--- src/rtl/div_unit.sv ---
// Multi-cycle radix-2 restoring divider for DIV/DIVU in EX.
// Produces {remainder, quotient} and stalls the pipeline while a division is in flight.
module div_unit #(
  parameter int unsigned WIDTH = 32,
  parameter int unsigned CNT_W = 6
) (
  input  logic                 clk,
  input  logic                 rst,
  input  logic                 start,
  input  logic                 signed_div,
  input  logic [WIDTH-1:0]     opdata1,
  input  logic [WIDTH-1:0]     opdata2,
  input  logic                 annul,
  input  logic                 hold,
  output logic [2*WIDTH-1:0]   result,
  output logic                 ready,
  output logic                 stall_req_ex
);

  localparam int unsigned RES_W = 2 * WIDTH;

  typedef enum logic [1:0] {
    S_IDLE    = 2'd0,
    S_BY_ZERO = 2'd1,
    S_ON      = 2'd2,
    S_END     = 2'd3
  } state_t;

  state_t            state;
  logic [RES_W-1:0]  rem_q;
  logic [WIDTH-1:0]  divisor_q;
  logic              signed_q;
  logic              sign_a_q;
  logic              sign_b_q;
  logic [CNT_W-1:0]  cnt;

  logic [RES_W:0]    shifted;
  logic              trial_ge;
  logic [WIDTH-1:0]  trial_diff;
  logic [RES_W-1:0]  step_rem;
  logic [WIDTH-1:0]  q_raw;
  logic [WIDTH-1:0]  r_raw;
  logic [WIDTH-1:0]  q_fix;
  logic [WIDTH-1:0]  r_fix;
  logic              neg_in_a;
  logic              neg_in_b;
  logic [WIDTH-1:0]  abs_a;
  logic [WIDTH-1:0]  abs_b;

  // One restoring step: shift, trial-subtract the divisor from the upper half, set quotient bit.
  always_comb begin
    shifted    = {rem_q, 1'b0};
    trial_ge   = (shifted[RES_W:WIDTH] >= {1'b0, divisor_q});
    trial_diff = shifted[RES_W-1:WIDTH] - divisor_q;
    step_rem   = trial_ge ? {trial_diff, shifted[WIDTH-1:1], 1'b1} : shifted[RES_W-1:0];
    q_raw      = step_rem[WIDTH-1:0];
    r_raw      = step_rem[RES_W-1:WIDTH];
    q_fix      = (signed_q && (sign_a_q != sign_b_q)) ? -q_raw : q_raw;
    r_fix      = (signed_q && sign_a_q) ? -r_raw : r_raw;
  end

  // Magnitudes of the incoming operands; only signed division negates.
  always_comb begin
    neg_in_a = signed_div & opdata1[WIDTH-1];
    neg_in_b = signed_div & opdata2[WIDTH-1];
    abs_a    = neg_in_a ? -opdata1 : opdata1;
    abs_b    = neg_in_b ? -opdata2 : opdata2;
  end

  assign stall_req_ex = start & ~ready & ~annul;

  always_ff @(posedge clk) begin
    if (rst) begin
      state     <= S_IDLE;
      cnt       <= '0;
      ready     <= 1'b0;
      result    <= '0;
      rem_q     <= '0;
      divisor_q <= '0;
      signed_q  <= 1'b0;
      sign_a_q  <= 1'b0;
      sign_b_q  <= 1'b0;
    end else if (annul) begin
      state <= S_IDLE;
      cnt   <= '0;
      ready <= 1'b0;
    end else begin
      case (state)
        S_IDLE: begin
          if (start) begin
            cnt      <= '0;
            signed_q <= signed_div;
            sign_a_q <= opdata1[WIDTH-1];
            sign_b_q <= opdata2[WIDTH-1];
            if (opdata2 == '0) begin
              state <= S_BY_ZERO;
            end else begin
              state     <= S_ON;
              rem_q     <= {WIDTH'(0), abs_a};
              divisor_q <= abs_b;
            end
          end
        end
        S_BY_ZERO: begin
          state  <= S_END;
          ready  <= 1'b1;
          result <= '0;
        end
        S_ON: begin
          rem_q <= step_rem;
          cnt   <= cnt + CNT_W'(1);
          if (cnt == CNT_W'(WIDTH - 1)) begin
            state  <= S_END;
            ready  <= 1'b1;
            result <= {r_fix, q_fix};
          end
        end
        S_END: begin
          // A later-stage stall keeps the result presented until EX can take it.
          if (!hold) begin
            state <= S_IDLE;
            ready <= 1'b0;
          end
        end
        default: begin
          state <= S_IDLE;
          ready <= 1'b0;
        end
      endcase
    end
  end

endmodule
--- config.mk ---
export PLATFORM = sky130hd
export DESIGN_NAME = div_unit
export DESIGN_NICKNAME = d
export VERILOG_FILES = /design/src/rtl/div_unit.sv
export SDC_FILE = /design/constraint.sdc
export NUM_CORES = 1
export LEC_CHECK = 0
export CORE_MARGIN = 5
export CORE_UTILIZATION = 56
export CTS_BUF_LIST = sky130_fd_sc_hd__clkbuf_2 sky130_fd_sc_hd__clkbuf_4 sky130_fd_sc_hd__clkbuf_8
export DETAILED_ROUTE_END_ITERATION = 8
export GPL_TIMING_DRIVEN = 0
export PLACE_DENSITY = 0.8
export SYNTH_ARGS = -nofsm -noshare
export SYNTH_HDL_FRONTEND = slang
export SYNTH_SLANG_ARGS = --single-unit
export TNS_END_PERCENT = 50
--- constraint.sdc ---
create_clock -name clk -period 5.9 [get_ports clk]
set_clock_uncertainty 0.05 [all_clocks]
set_input_delay 0.59 -clock clk [delete_from_list [all_inputs] [get_ports clk]]
set_output_delay 0.59 -clock clk [all_outputs]
set_load 0.02 [all_outputs]
Yosys cells after proc, flatten, opt, wreduce, memory -nomap -nowiden

Cells that the tools add are included.

Word-level logic and storage cells: 67
Register bits after elaboration: 172
Output and inout port bits: 66
Bits of input ports: 70

Reductions and logical operators: 15
Mux-type cells: 20
Bitwise logic cells: 7
Equal/unequal tests: 9
Order comparisons: 1
Add/subtract/negate cells: 6

Operators by type and width:

| operator            | number |
|---|---|
| $mux 64             | 4 |
| $pmux 64 s2         | 2 |
| $mux 32             | 4 |
| $neg 32->32         | 4 |
| $ge 33x32->1        | 1 |
| $logic_not 32->1    | 1 |
| $sub 32x32->32      | 1 |
| $pmux 6 s2          | 1 |
| $reduce_and 3->1    | 4 |
| $mux 2              | 4 |
| $ne 2x2->1 const B  | 4 |
| $pmux 2 s4          | 1 |
| $reduce_and 4->1    | 2 |
| $add 6x1->6 const B | 1 |
| $eq 6x5->1 const B  | 1 |
| $mux 6              | 1 |
| $and 1x1->1         | 4 |
| $eq 2x2->1 const B  | 2 |
| $reduce_bool 2->1   | 2 |
| $not 1->1           | 3 |
| $pmux 1 s3          | 1 |
| $reduce_bool 3->1   | 1 |
| $eq 2x1->1 const B  | 1 |
| $logic_and 1x1->1   | 2 |
| other kinds (5)     | 6 |

Depth between registers and ports, before layout

Word-level depth: 6
Gate-level depth with buffers: 23
Gate-level depth less buffers: 18

Least setup slack after synthesis

OpenSTA, ideal clock, no wires.

Path kind: reg2reg
Start point: register divisor_q[24]
End point: register result[60]
Stages on the path, launching flop included: 23
Library setup time: 0.122 ns
Required time: 5.728 ns
Path buffers: 5
Arrival time: 4.834 ns
Setup slack: 0.894 ns
Period minus slack after synthesis: 5.006 ns
Path through: dfxtp_1 > inv_1 > ha_1 > buf_6 > nand4_2 > or3_1 > or4_4 > a31o_4 > nand2_4 > buf_6 > buf_8 > clkbuf_1 > buf_2 > nand2_1 > o21ai_0 > ha_1 > nand2_1 > nor4_1 > a21oi_1 > or4_4 > nor4_2 > mux2_1 > a221o_1

Word-level cells in the longest chain between the ends: 6
Elaborated cells between the ends (all ways): 7
Classes of those cells: 2 x add/sub; 1 x order compare; 4 x mux

Ends and longest elaborated chain:

| element                                               | RTL line | text |
|---|---|---|
| from (decl)                                           | 31       | `logic [WIDTH-1:0] divisor_q;` |
| from (signal assigned)                                | 100      | `divisor_q <= abs_b;` |
| $sub 32x32->32 / $ge 33x32->1 (equally long branches) | 54, 53   |  |
| $mux 64 (*)                                           | 55       | `step_rem = trial_ge ? {trial_diff, shifted[WIDTH-1:1], 1'b1} : shifted[RES_W-1:0];` |
| $neg 32->32                                           | 59       | `r_fix = (signed_q && sign_a_q) ? -r_raw : r_raw;` |
| $mux 32 (*)                                           | 59       |  |
| $mux 64 (*)                                           | 112      | `if (cnt == CNT_W'(WIDTH - 1)) begin` |
| $pmux 64 s2 (*)                                       | 88       | `case (state)` |
| to (signal assigned)                                  | 115      | `result <= {r_fix, q_fix};` |
| to (decl)                                             | 15       | `output logic [2*WIDTH-1:0] result,` |

Mark *: on every way between the ends. The rest lies on a longest branch, timed or not. The select of a mux whose other input is x is not followed.
A chain may end at the register's enable or synchronous reset.

Worst setup path after layout

Start point: register divisor_q[21]
End point: register result[60]

The elaborated chain is that of the path after synthesis.

==> metrics.txt <==
outcome=finished, final reports clean; post-route ant nets=0; share of cells above drive strength 1=6.187%; Reg power frac=41.6%; DP Area=13740 µm²; Worst Setup Path Type=flip-flop to flip-flop; Async S/R FF share, synth=0%; die area=24560 µm²; CTS Hold Bufs=0; Vias=12984; CP arrival=5.98 ns; via/cell ratio=6.275; crit-path cells=inv_1, ha_1, nand4_2, or3_1, or4_4, a31o_4, nand2_4, buf_6, buf_8, buf_2, mux2i_1, ha_1, nand2_1, nor4_1, a21oi_2, or4_4, nor4_2, mux2_1, a221o_1; clk sinks=172; pwr dens=210.8 nW/µm²; Main synth FF type=dfxtp_1; # IOs=136; Seq/Total Area, Yosys=28.57%; clock buffer count from CTS=17; maximum VDD drop=0.1299 mV; Hold Path Class=flip-flop to flip-flop; Clock Latency Late Sink=0.49 ns; # setup viols final=0; most frequent cell after synthesis=nor2_1; Overflow after GRT=0; n_diodes=0; RSZ-0062 raised after global routing=false; Post-Syn Nets=1739; Mapped Area=12050 µm²; EDFF count, synth=0; CP max stage cell=or4_4; fin util=67.22%; crit end category=flip-flop; minimum clock period=5.667 ns; Initial DRC Count=1346; Hold Vio Cnt, Final=0; Finished Cell Area=14170 µm²; Starting Density=57.16%; Max Cap Viol=0; Layout Area Growth over Synthesis=17.61%; Achievable Freq=176.5 MHz; DRT Pass-1 Iters=6; core area=21090 µm²; gpl congestion=1.004; actual slew at the worst max-slew pin=1.067 ns; Leak Pwr=5.286 nW; Final nets=1892; WL per Instance=18.93 µm; Startpoint Class=flip-flop; synthesized area per cell=7.403 µm²; Slew headroom=28.20%; Clock H-tree levels=4; DP HPWL=30900 µm; initial antenna violation count=0; yosys warns=0; Clock power frac=28.8%; Tot GR Track Use=31.00%; commonest cells in the netlist=nor2_1 (209), nand2_1 (206), dfxtp_1 (172); IO buf count=134; clk slew on worst S/H paths=0.10 ns; Die Ht=156.7 µm; top cell type's share of synthesized area=28.57%; Gate Count Post-Synth=1628; CP max stage delay=0.54 ns; Final Slew Violations=0; vias in the first global route=11593; Netlist cell types=96; Cell Int Power=0.001902 W; Worst Path Required=6.22 ns; Synth area leader=dfxtp_1; Setup Total Neg Slack=0 ns; first-pass GRT wire length=61310 µm; Chip Width=156.7 µm; largest net degree at the start of global routing=17; Root Driver=clkbuf_8; DR DRC count=0; net switching power figure=0.001086 W; Yosys reg bits=172; Comb power frac=29.6%; Synth area leaders=dfxtp_1 (29%), nor2_1 (6.5%), nand2_1 (6.4%), xnor2_1 (5.5%), a21oi_1 (5.0%); Sw Ratio=36.34%; CP max FO=10; Tcrit/Tclk final=96.05%; CTS tree=built; clock buffer depth=2; number of core rows=53; Post-Route WL=39160 µm; Fill cells=1857
-- cell families (layout without fill, tap and decap cells) --
kind of cell,Yosys count,in the layout,share of synthesized area [%]
AO/OA/AOI/OAI,481,481,26.21
XOR/XNOR,130,130,9.447
adder cells (fa/ha/maj),41,41,4.318
buffers and inverters,162,328,5.979
flip-flops,172,172,28.57
multiplexers,11,11,0.9447
AND/OR/NAND/NOR,631,631,24.53
-- power by group through the flow --
stage	clock network (W)	registers [W]	logic, W
final	0.000861	0.00124	0.000885
after global routing	0.000913	0.00125	0.000956
after CTS	0.000857	0.00124	0.000853
after detailed placement	0	0.00127	0.000847
after global placement	0	0.00126	0.000835
after floorplan	0	0.00126	0.000588
-- path summary, 6_finish.rpt --
kind | start | to | slack (ns) | cells past startpoint
setup / recovery | divisor_q[21] | result[60] | 0.23 | 19
hold / removal | result[62] | result[62] | 0.40 | 2
setup reg to reg | divisor_q[21] | result[60] | 0.23 | 19
hold reg to reg | result[62] | result[62] | 0.40 | 2
-- layout by cell type (no fill, tap or decap), types with 58 or more instances in the layout --
cell type	Yosys	layout
a21oi_1	121	119
inv_1	58	58
o21ai_0	95	94
nand2_1	206	206
dfxtp_1	172	172
xnor2_1	76	76
a22oi_1	58	58
clkdlybuf4s50_1	0	134
clkbuf_1	74	70
nor2_1	209	209
-- worst max-delay path, delay by kind of cell (launching register included) --
kind	cells	cell delay [ns]
AO/OA/AOI/OAI	3	0.63
adder cells (fa/ha/maj)	2	0.70
AND/OR/NAND/NOR	8	2.40
buffers and inverters	4	0.71
flip-flops	1	0.35
multiplexers	2	0.70
-- what timing repair did --
item / in CTS / in global routing
pin swaps: 0 / 1
setup buffers: 0 / 1
gates resized for setup: 3 / 13
endpoints found under the setup margin: 4 / 7
-- per-stage QoR --
step / cells / total power, W / hold slack, ns / worst slack [ns]
floorplan: 1628 / 0.001844 / 0.3996 / 0.8945
global placement: 2037 / 0.002100 / 0.3850 / -0.1134
detailed placement: 2037 / 0.002114 / 0.3924 / -0.1600
CTS: 2069 / 0.002950 / 0.4059 / 0.07371
global route: 2069 / 0.003117 / 0.4261 / 0.009329
finish: 2069 / 0.002987 / 0.4030 / 0.2331
-- metal layers --
| metal | GRT usage [%] | wire length (µm) | up-vias |
|---|---|---|---|
| met2 | 48.36 | 17260 | 719 |
| met3 | 5.669 | 4360 | 72 |
| met4 | 8.512 | 799 | 0 |
| met5 | 0 | 0 | - |
| met1 | 44.07 | 16740 | 6057 |
| li1 | - | - | 6136 |
-- state kept, by name (all words and copies together) (netlist names) --
register and flops:
result 64, signed_q 1, ready 1, state 2, sign_b_q 1, sign_a_q 1, divisor_q 32, rem_q 64
cnt 6
-- area by class of cell --
cell class	count	area, µm²	area share [%]
inverters	59	221.5	1.562
clock buffers	20	269.0	1.898
repair buffers	135	1349	9.515
plain buffers	102	504.2	3.557
clock inverters	12	127.6	0.9003
flip-flops and latches	172	3443	24.29
multi-input cells	1294	7916	55.85
well taps	275	344.1	2.427
Note: power is estimated with default switching activity, not from simulation.
